**src/rtl/arm_mem_pkg.sv**
```systemverilog
`default_nettype none
// +--------------------------------------------------------------------+
// | arm_mem_pkg                                                        |
// | Shared types and constants for the SRAM-backed ARM memory stage.   |
// | Revision: 1.0                                                      |
// +--------------------------------------------------------------------+
package arm_mem_pkg;

  localparam logic [31:0] c_BASE_ADDR = 32'd1024;
  localparam int          c_SRAM_DW   = 16;

  typedef enum logic [1:0] {
    S_IDLE = 2'd0,
    S_LOW  = 2'd1,
    S_HIGH = 2'd2,
    S_DONE = 2'd3
  } mem_state_e;

endpackage
`default_nettype wire

```
**src/rtl/sram_phase_ctr.sv**
```systemverilog
`default_nettype none
// +--------------------------------------------------------------------+
// | sram_phase_ctr                                                     |
// | Per-half access down-counter; o_last flags the final phase cycle.  |
// | Revision: 1.0                                                      |
// +--------------------------------------------------------------------+
module sram_phase_ctr #(
  parameter int ACCESS_CYCLES = 3
) (
  input  logic clk,
  input  logic rst,
  input  logic i_start,
  input  logic i_en,
  output logic o_last,
  output logic o_penult
);

  localparam int c_CW = (ACCESS_CYCLES > 2) ? $clog2(ACCESS_CYCLES) : 1;

  logic [c_CW-1:0] r_cnt;

  always_ff @(posedge clk) begin
    if (rst) begin
      r_cnt <= '0;
    end else if (i_start) begin
      r_cnt <= c_CW'(ACCESS_CYCLES - 1);
    end else if (i_en && (r_cnt != '0)) begin
      r_cnt <= r_cnt - c_CW'(1);
    end
  end

  // o_penult lets the owner register WE_N high for the hold cycle.
  assign o_last   = (r_cnt == '0);
  assign o_penult = (r_cnt == c_CW'(1));

endmodule
`default_nettype wire

```
**src/rtl/mem_stage_sram.sv**
```systemverilog
`default_nettype none
// +--------------------------------------------------------------------+
// | mem_stage_sram                                                     |
// | 32-bit load/store as two 16-bit accesses to an async SRAM.         |
// | Revision: 1.0                                                      |
// +--------------------------------------------------------------------+
module mem_stage_sram
  import arm_mem_pkg::*;
#(
  parameter logic [31:0] BASE_ADDR     = c_BASE_ADDR,
  parameter int          ACCESS_CYCLES = 3,
  parameter int          SRAM_AW       = 18
) (
  input  logic                 clk,
  input  logic                 rst,
  input  logic                 MEM_R_EN,
  input  logic                 MEM_W_EN,
  input  logic [31:0]          ALU_result,
  input  logic [31:0]          Val_Rm,
  output logic                 ready,
  output logic [31:0]          MEM_read_value,
  output logic [SRAM_AW-1:0]   SRAM_ADDR,
  input  logic [c_SRAM_DW-1:0] SRAM_DQ_in,
  output logic [c_SRAM_DW-1:0] SRAM_DQ_out,
  output logic                 SRAM_DQ_oe,
  output logic                 SRAM_WE_N
);

  mem_state_e           r_state;
  logic [SRAM_AW-1:0]   r_addr;
  logic [c_SRAM_DW-1:0] r_dq_out;
  logic                 r_oe;
  logic                 r_we_n;
  logic [c_SRAM_DW-1:0] r_rd_lo;
  logic [31:0]          r_read_value;

  logic                 w_req;
  logic                 w_rd;
  logic                 w_wr;
  logic [31:0]          w_off;
  logic [SRAM_AW-2:0]   w_widx;
  logic [SRAM_AW-1:0]   w_addr_lo;
  logic [SRAM_AW-1:0]   w_addr_hi;
  logic                 w_last;
  logic                 w_penult;
  logic                 w_ctr_start;
  logic                 w_ctr_en;

  // A simultaneous read and write resolves to a read.
  assign w_req = MEM_R_EN | MEM_W_EN;
  assign w_rd  = MEM_R_EN;
  assign w_wr  = MEM_W_EN & ~MEM_R_EN;

  assign w_off     = ALU_result - BASE_ADDR;
  assign w_widx    = (SRAM_AW-1)'(w_off >> 2);
  assign w_addr_lo = {w_widx, 1'b0};
  assign w_addr_hi = {w_widx, 1'b1};

  assign w_ctr_start = ((r_state == S_IDLE) && w_req) || ((r_state == S_LOW) && w_last);
  assign w_ctr_en    = (r_state == S_LOW) || (r_state == S_HIGH);

  sram_phase_ctr #(
    .ACCESS_CYCLES (ACCESS_CYCLES)
  ) u_phase_ctr (
    .clk      (clk),
    .rst      (rst),
    .i_start  (w_ctr_start),
    .i_en     (w_ctr_en),
    .o_last   (w_last),
    .o_penult (w_penult)
  );

  always_ff @(posedge clk) begin
    if (rst) begin
      r_state      <= S_IDLE;
      r_addr       <= '0;
      r_dq_out     <= '0;
      r_oe         <= 1'b0;
      r_we_n       <= 1'b1;
      r_rd_lo      <= '0;
      r_read_value <= '0;
    end else begin
      case (r_state)
        S_IDLE: begin
          if (w_req) begin
            r_state  <= S_LOW;
            r_addr   <= w_addr_lo;
            r_dq_out <= Val_Rm[15:0];
            r_oe     <= w_wr;
            r_we_n   <= ~w_wr;
          end
        end
        S_LOW: begin
          if (w_last) begin
            if (w_rd) begin
              r_rd_lo <= SRAM_DQ_in;
            end
            r_state  <= S_HIGH;
            r_addr   <= w_addr_hi;
            r_dq_out <= Val_Rm[31:16];
            r_we_n   <= ~w_wr;
          end else if (w_penult) begin
            r_we_n <= 1'b1;
          end
        end
        S_HIGH: begin
          if (w_last) begin
            if (w_rd) begin
              r_read_value <= {SRAM_DQ_in, r_rd_lo};
            end
            r_state <= S_DONE;
            r_oe    <= 1'b0;
            r_we_n  <= 1'b1;
          end else if (w_penult) begin
            r_we_n <= 1'b1;
          end
        end
        S_DONE: begin
          r_state <= S_IDLE;
        end
        default: begin
          r_state <= S_IDLE;
        end
      endcase
    end
  end

  assign ready          = ~w_req | (r_state == S_DONE);
  assign MEM_read_value = r_read_value;
  assign SRAM_ADDR      = r_addr;
  assign SRAM_DQ_out    = r_dq_out;
  assign SRAM_DQ_oe     = r_oe;
  assign SRAM_WE_N      = r_we_n;

endmodule
`default_nettype wire

```
**config.mk**
```make
export PLATFORM = sky130hd
export DESIGN_NAME = mem_stage_sram
export DESIGN_NICKNAME = d
export VERILOG_FILES = /design/src/rtl/arm_mem_pkg.sv /design/src/rtl/sram_phase_ctr.sv /design/src/rtl/mem_stage_sram.sv
export SDC_FILE = /design/constraint.sdc
export NUM_CORES = 1
export LEC_CHECK = 0
export ABC_AREA = 1
export CAP_MARGIN = 20
export CORE_UTILIZATION = 39
export DETAILED_ROUTE_END_ITERATION = 16
export PLACE_DENSITY = 0.83
export SLEW_MARGIN = 20
export SYNTH_ARGS = -nofsm -noshare
export SYNTH_HDL_FRONTEND = slang
export SYNTH_SLANG_ARGS = --single-unit
export TNS_END_PERCENT = 30
```
**constraint.sdc**
```tcl
create_clock -name clk -period 1.4 [get_ports clk]
set_input_delay 0.14 -clock clk [delete_from_list [all_inputs] [get_ports clk]]
set_output_delay 0.14 -clock clk [all_outputs]
set_load 0.03 [all_outputs]
```
==> reports/metrics.cfg <==
[outcome]
status = finished with violations
violations = negative setup slack

[global_route]
grt-ovfl-total = 0
grtUsageTotal_pct = 19.6
grt_pass1_vias = 3580
antenna_found_initial = 0
grt_pass1_wl_um = 15800
grt_max_degree = 65

[sta]
clock_skew_ns = 0.0147
hold_ws_ns = 0.372
relSlewSlack_pct = 75.5
tightest_slew_ns = 0.369
rsz0062_at_grt = yes
setup_ws_ns = -0.0107
drv_slew = 0
fmax_ghz = 0.709
finalSetupTns_ns = -0.0260
final_hold_viol_count = 0
layout_worst_path_cycle_share_pct = 101
setup_viol = 5
fin_crit_ns = 1.41

[clock_network]
numCtsBuffers = 9
clockBufferDepth = 2
cts.sinks = 88
path_clk_slew_ns = 0.10
tritoncts = built
root_buffer = clkbuf_8
hold_buffers = 0
htree_levels = 3
clk_latency_ns = 0.36

[setup_path]
rrSetupSlack_ns = -0.01
cpLargestDelayFamily = buffers and inverters
critPathLaunchType = register
path_cells = inv_1 > ha_4 > buf_4 > nand3_4 > clkbuf_16 > o21ai_0 > a21oi_1
path_buf_inv = 3
crit_arrival_ns = 1.67
worstPathRequired_ns = 1.66
critPathKind = register to register
critPathMaxFanout = 16
critPathMaxStageDelay_ns = 0.33
crit_path_top_delay_cell = dfxtp_2
worst_setup_path_end_kind = register

[yosys]
ys_types = 27
synth-seq-cells = 88
syn_inst = 519
synth-seq-area-share_pct = 46.3
ys.warnings.count = 0
syn_area_um2 = 3800
syn_nets = 610
syn_area_per_cell_um2 = 7.33

[job]
maxCapViolations = 0

[layout]
area_growth_pct = 50.5
final_nets = 759
final_util_pct = 61.3
drive_gt1_share_pct = 12.3
diodes = 0
fill_cells = 841

[routing]
vias_per_cell = 4.69
ant_nets = 0
drtIter0Drc = 107
vias = 3765
routed_wirelength_um = 9780
drtPass1Iterations = 4
wl_per_cell_um = 12.2
route.detailed.drc = 0

[pwr]
fin_total_pwr_mw = 12.0
power_density_nw_per_um2 = 2100
vdd.ir_drop.worst_mv = 1.15
p_leak_nw = 2.59

[floorplanning]
num_rows = 35
start_util_pct = 40.8
ios = 153
die_h_um = 101
die_x_um = 101
fp.dieArea_um2 = 10100
core_um2 = 9330

[hold_path]
hold_path.class = input port to register

[placement]
portBuffers = 137
place_hpwl_um = 6920
post-place-ws_ns = -0.132
gp_congestion = 0.884

[worst paths after layout]
path                                     startpoint                              end  cells past startpoint
hold / removal                       SRAM_DQ_in[15]         r_rd_lo[15]$_SDFFE_PP0P_                      3
setup / recovery  u_phase_ctr.r_cnt[0]$_SDFFE_PP0P_  MEM_read_value[12]$_SDFFE_PP0P_                      7
setup reg to reg  u_phase_ctr.r_cnt[0]$_SDFFE_PP0P_  MEM_read_value[12]$_SDFFE_PP0P_                      7
hold reg to reg      MEM_read_value[0]$_SDFFE_PP0P_   MEM_read_value[0]$_SDFFE_PP0P_                      2
[routing by layer]
metal	up-vias	track usage [%]	routed length [um]
met5	-	0	0
met4	0	5.80	160
met2	126	35.2	4820
met1	1680	21.9	4120
li1	1943	-	-
met3	16	6.38	672
[sequential cells by signal (all words and copies together) (netlist names)]
name and flops:
u_phase_ctr.r_cnt 2, MEM_read_value 32, SRAM_DQ_out 16, SRAM_ADDR 18
r_state 2, SRAM_DQ_oe 1, SRAM_WE_N 1, r_rd_lo 16
[synthesized netlist by cell type]
| master | number | area share [%] |
|---|---|---|
| o21ai_4 | 1 | 0.43 |
| nand2_2 | 3 | 0.49 |
| buf_2 | 9 | 1.2 |
| dfxtp_1 | 88 | 46 |
| o21ai_0 | 72 | 9.5 |
| buf_4 | 5 | 0.99 |
| nand2_1 | 80 | 7.9 |
| nand4_1 | 1 | 0.16 |
| clkbuf_1 | 7 | 0.69 |
| buf_6 | 6 | 1.8 |
| nor3_1 | 1 | 0.13 |
| inv_4 | 1 | 0.16 |
| nor2_1 | 54 | 5.3 |
| o21ai_1 | 3 | 0.39 |
| clkbuf_2 | 3 | 0.39 |
| nor2_2 | 1 | 0.16 |
| a21oi_2 | 3 | 0.69 |
| inv_1 | 76 | 7.5 |
| or2_2 | 1 | 0.16 |
| inv_2 | 2 | 0.20 |
| nand3_1 | 24 | 3.2 |
| ha_1 | 7 | 2.3 |
| xor2_1 | 2 | 0.46 |
| a21oi_1 | 66 | 8.7 |
| nand2_4 | 1 | 0.30 |
| o211a_1 | 1 | 0.26 |
| nand3_2 | 1 | 0.26 |
[metrics by stage]
stage / cells / area [um2]
finish: 802 / 5720
floorplan: 519 / 3800
global placement: 779 / 5390
global route: 802 / 5720
detailed placement: 779 / 5390
CTS: 798 / 5610
[timing repair]
action | 4_1_cts | 5_1_grt
pin swaps | 3 | 3
cloned | 1 | 2
buffers inserted | 2 | 2
endpoints found under the setup margin | 151 | 70
resized for setup | 91 | 38
[report_power, final]
part | leakage, nW | internal (mW) | switching [mW] | total [mW]
combinational | 1.78 | 2.66 | 4.01 | 6.67
clock | 0.0926 | 0.694 | 1.02 | 1.72
sequential | 0.722 | 3.26 | 0.382 | 3.64
total | 2.59 | 6.61 | 5.42 | 12.0
[area by class of cell]
class	instances	area [um2]	area share [%]
Clock buffer	9	124	2.16
Clock inverter	7	71.3	1.25
Inverter	79	312	5.45
Multi-Input combinational cell	322	1640	28.7
Sequential cell	88	1770	30.9
Tap cell	129	161	2.82
Timing Repair Buffer	168	1650	28.8
[cells by family after synthesis]
kind of cell | share of synthesized area (%)
simple gates | 18.1
fa+ha+maj | 2.30
flops | 46.3
compound gates | 19.9
xor+xnor | 0.461
buf+inv | 12.9
[layout by cell type (no fill, tap or decap), types with 2 or more instances in the layout]
master	count
dlygate4sd2_1	68
ha_2	2
ha_4	3
buf_12	5
o21ai_2	3
nand2_2	3
o21ai_0	46
a21oi_2	6
nand2_1	78
inv_2	3
inv_8	3
clkdlybuf4s50_1	68
clkbuf_16	2
nand2_4	3
o21ai_1	26
inv_4	3
nand3_1	24
clkinvlp_4	2
ha_1	2
nor2_2	2
nor2_1	53
dfxtp_1	85
clkbuf_8	9
buf_6	3
xor2_1	2
inv_1	72
dfxtp_2	2
a21oi_1	63
buf_4	21
[worst reg2reg max path: stages (launching register included)]
cell and delay, ns:
dfxtp_2 0.33, inv_1 0.10, ha_4 0.18, buf_4 0.16, nand3_4 0.13, clkbuf_16 0.21
o21ai_0 0.16, a21oi_1 0.06
(Power assumes the default switching activity.)
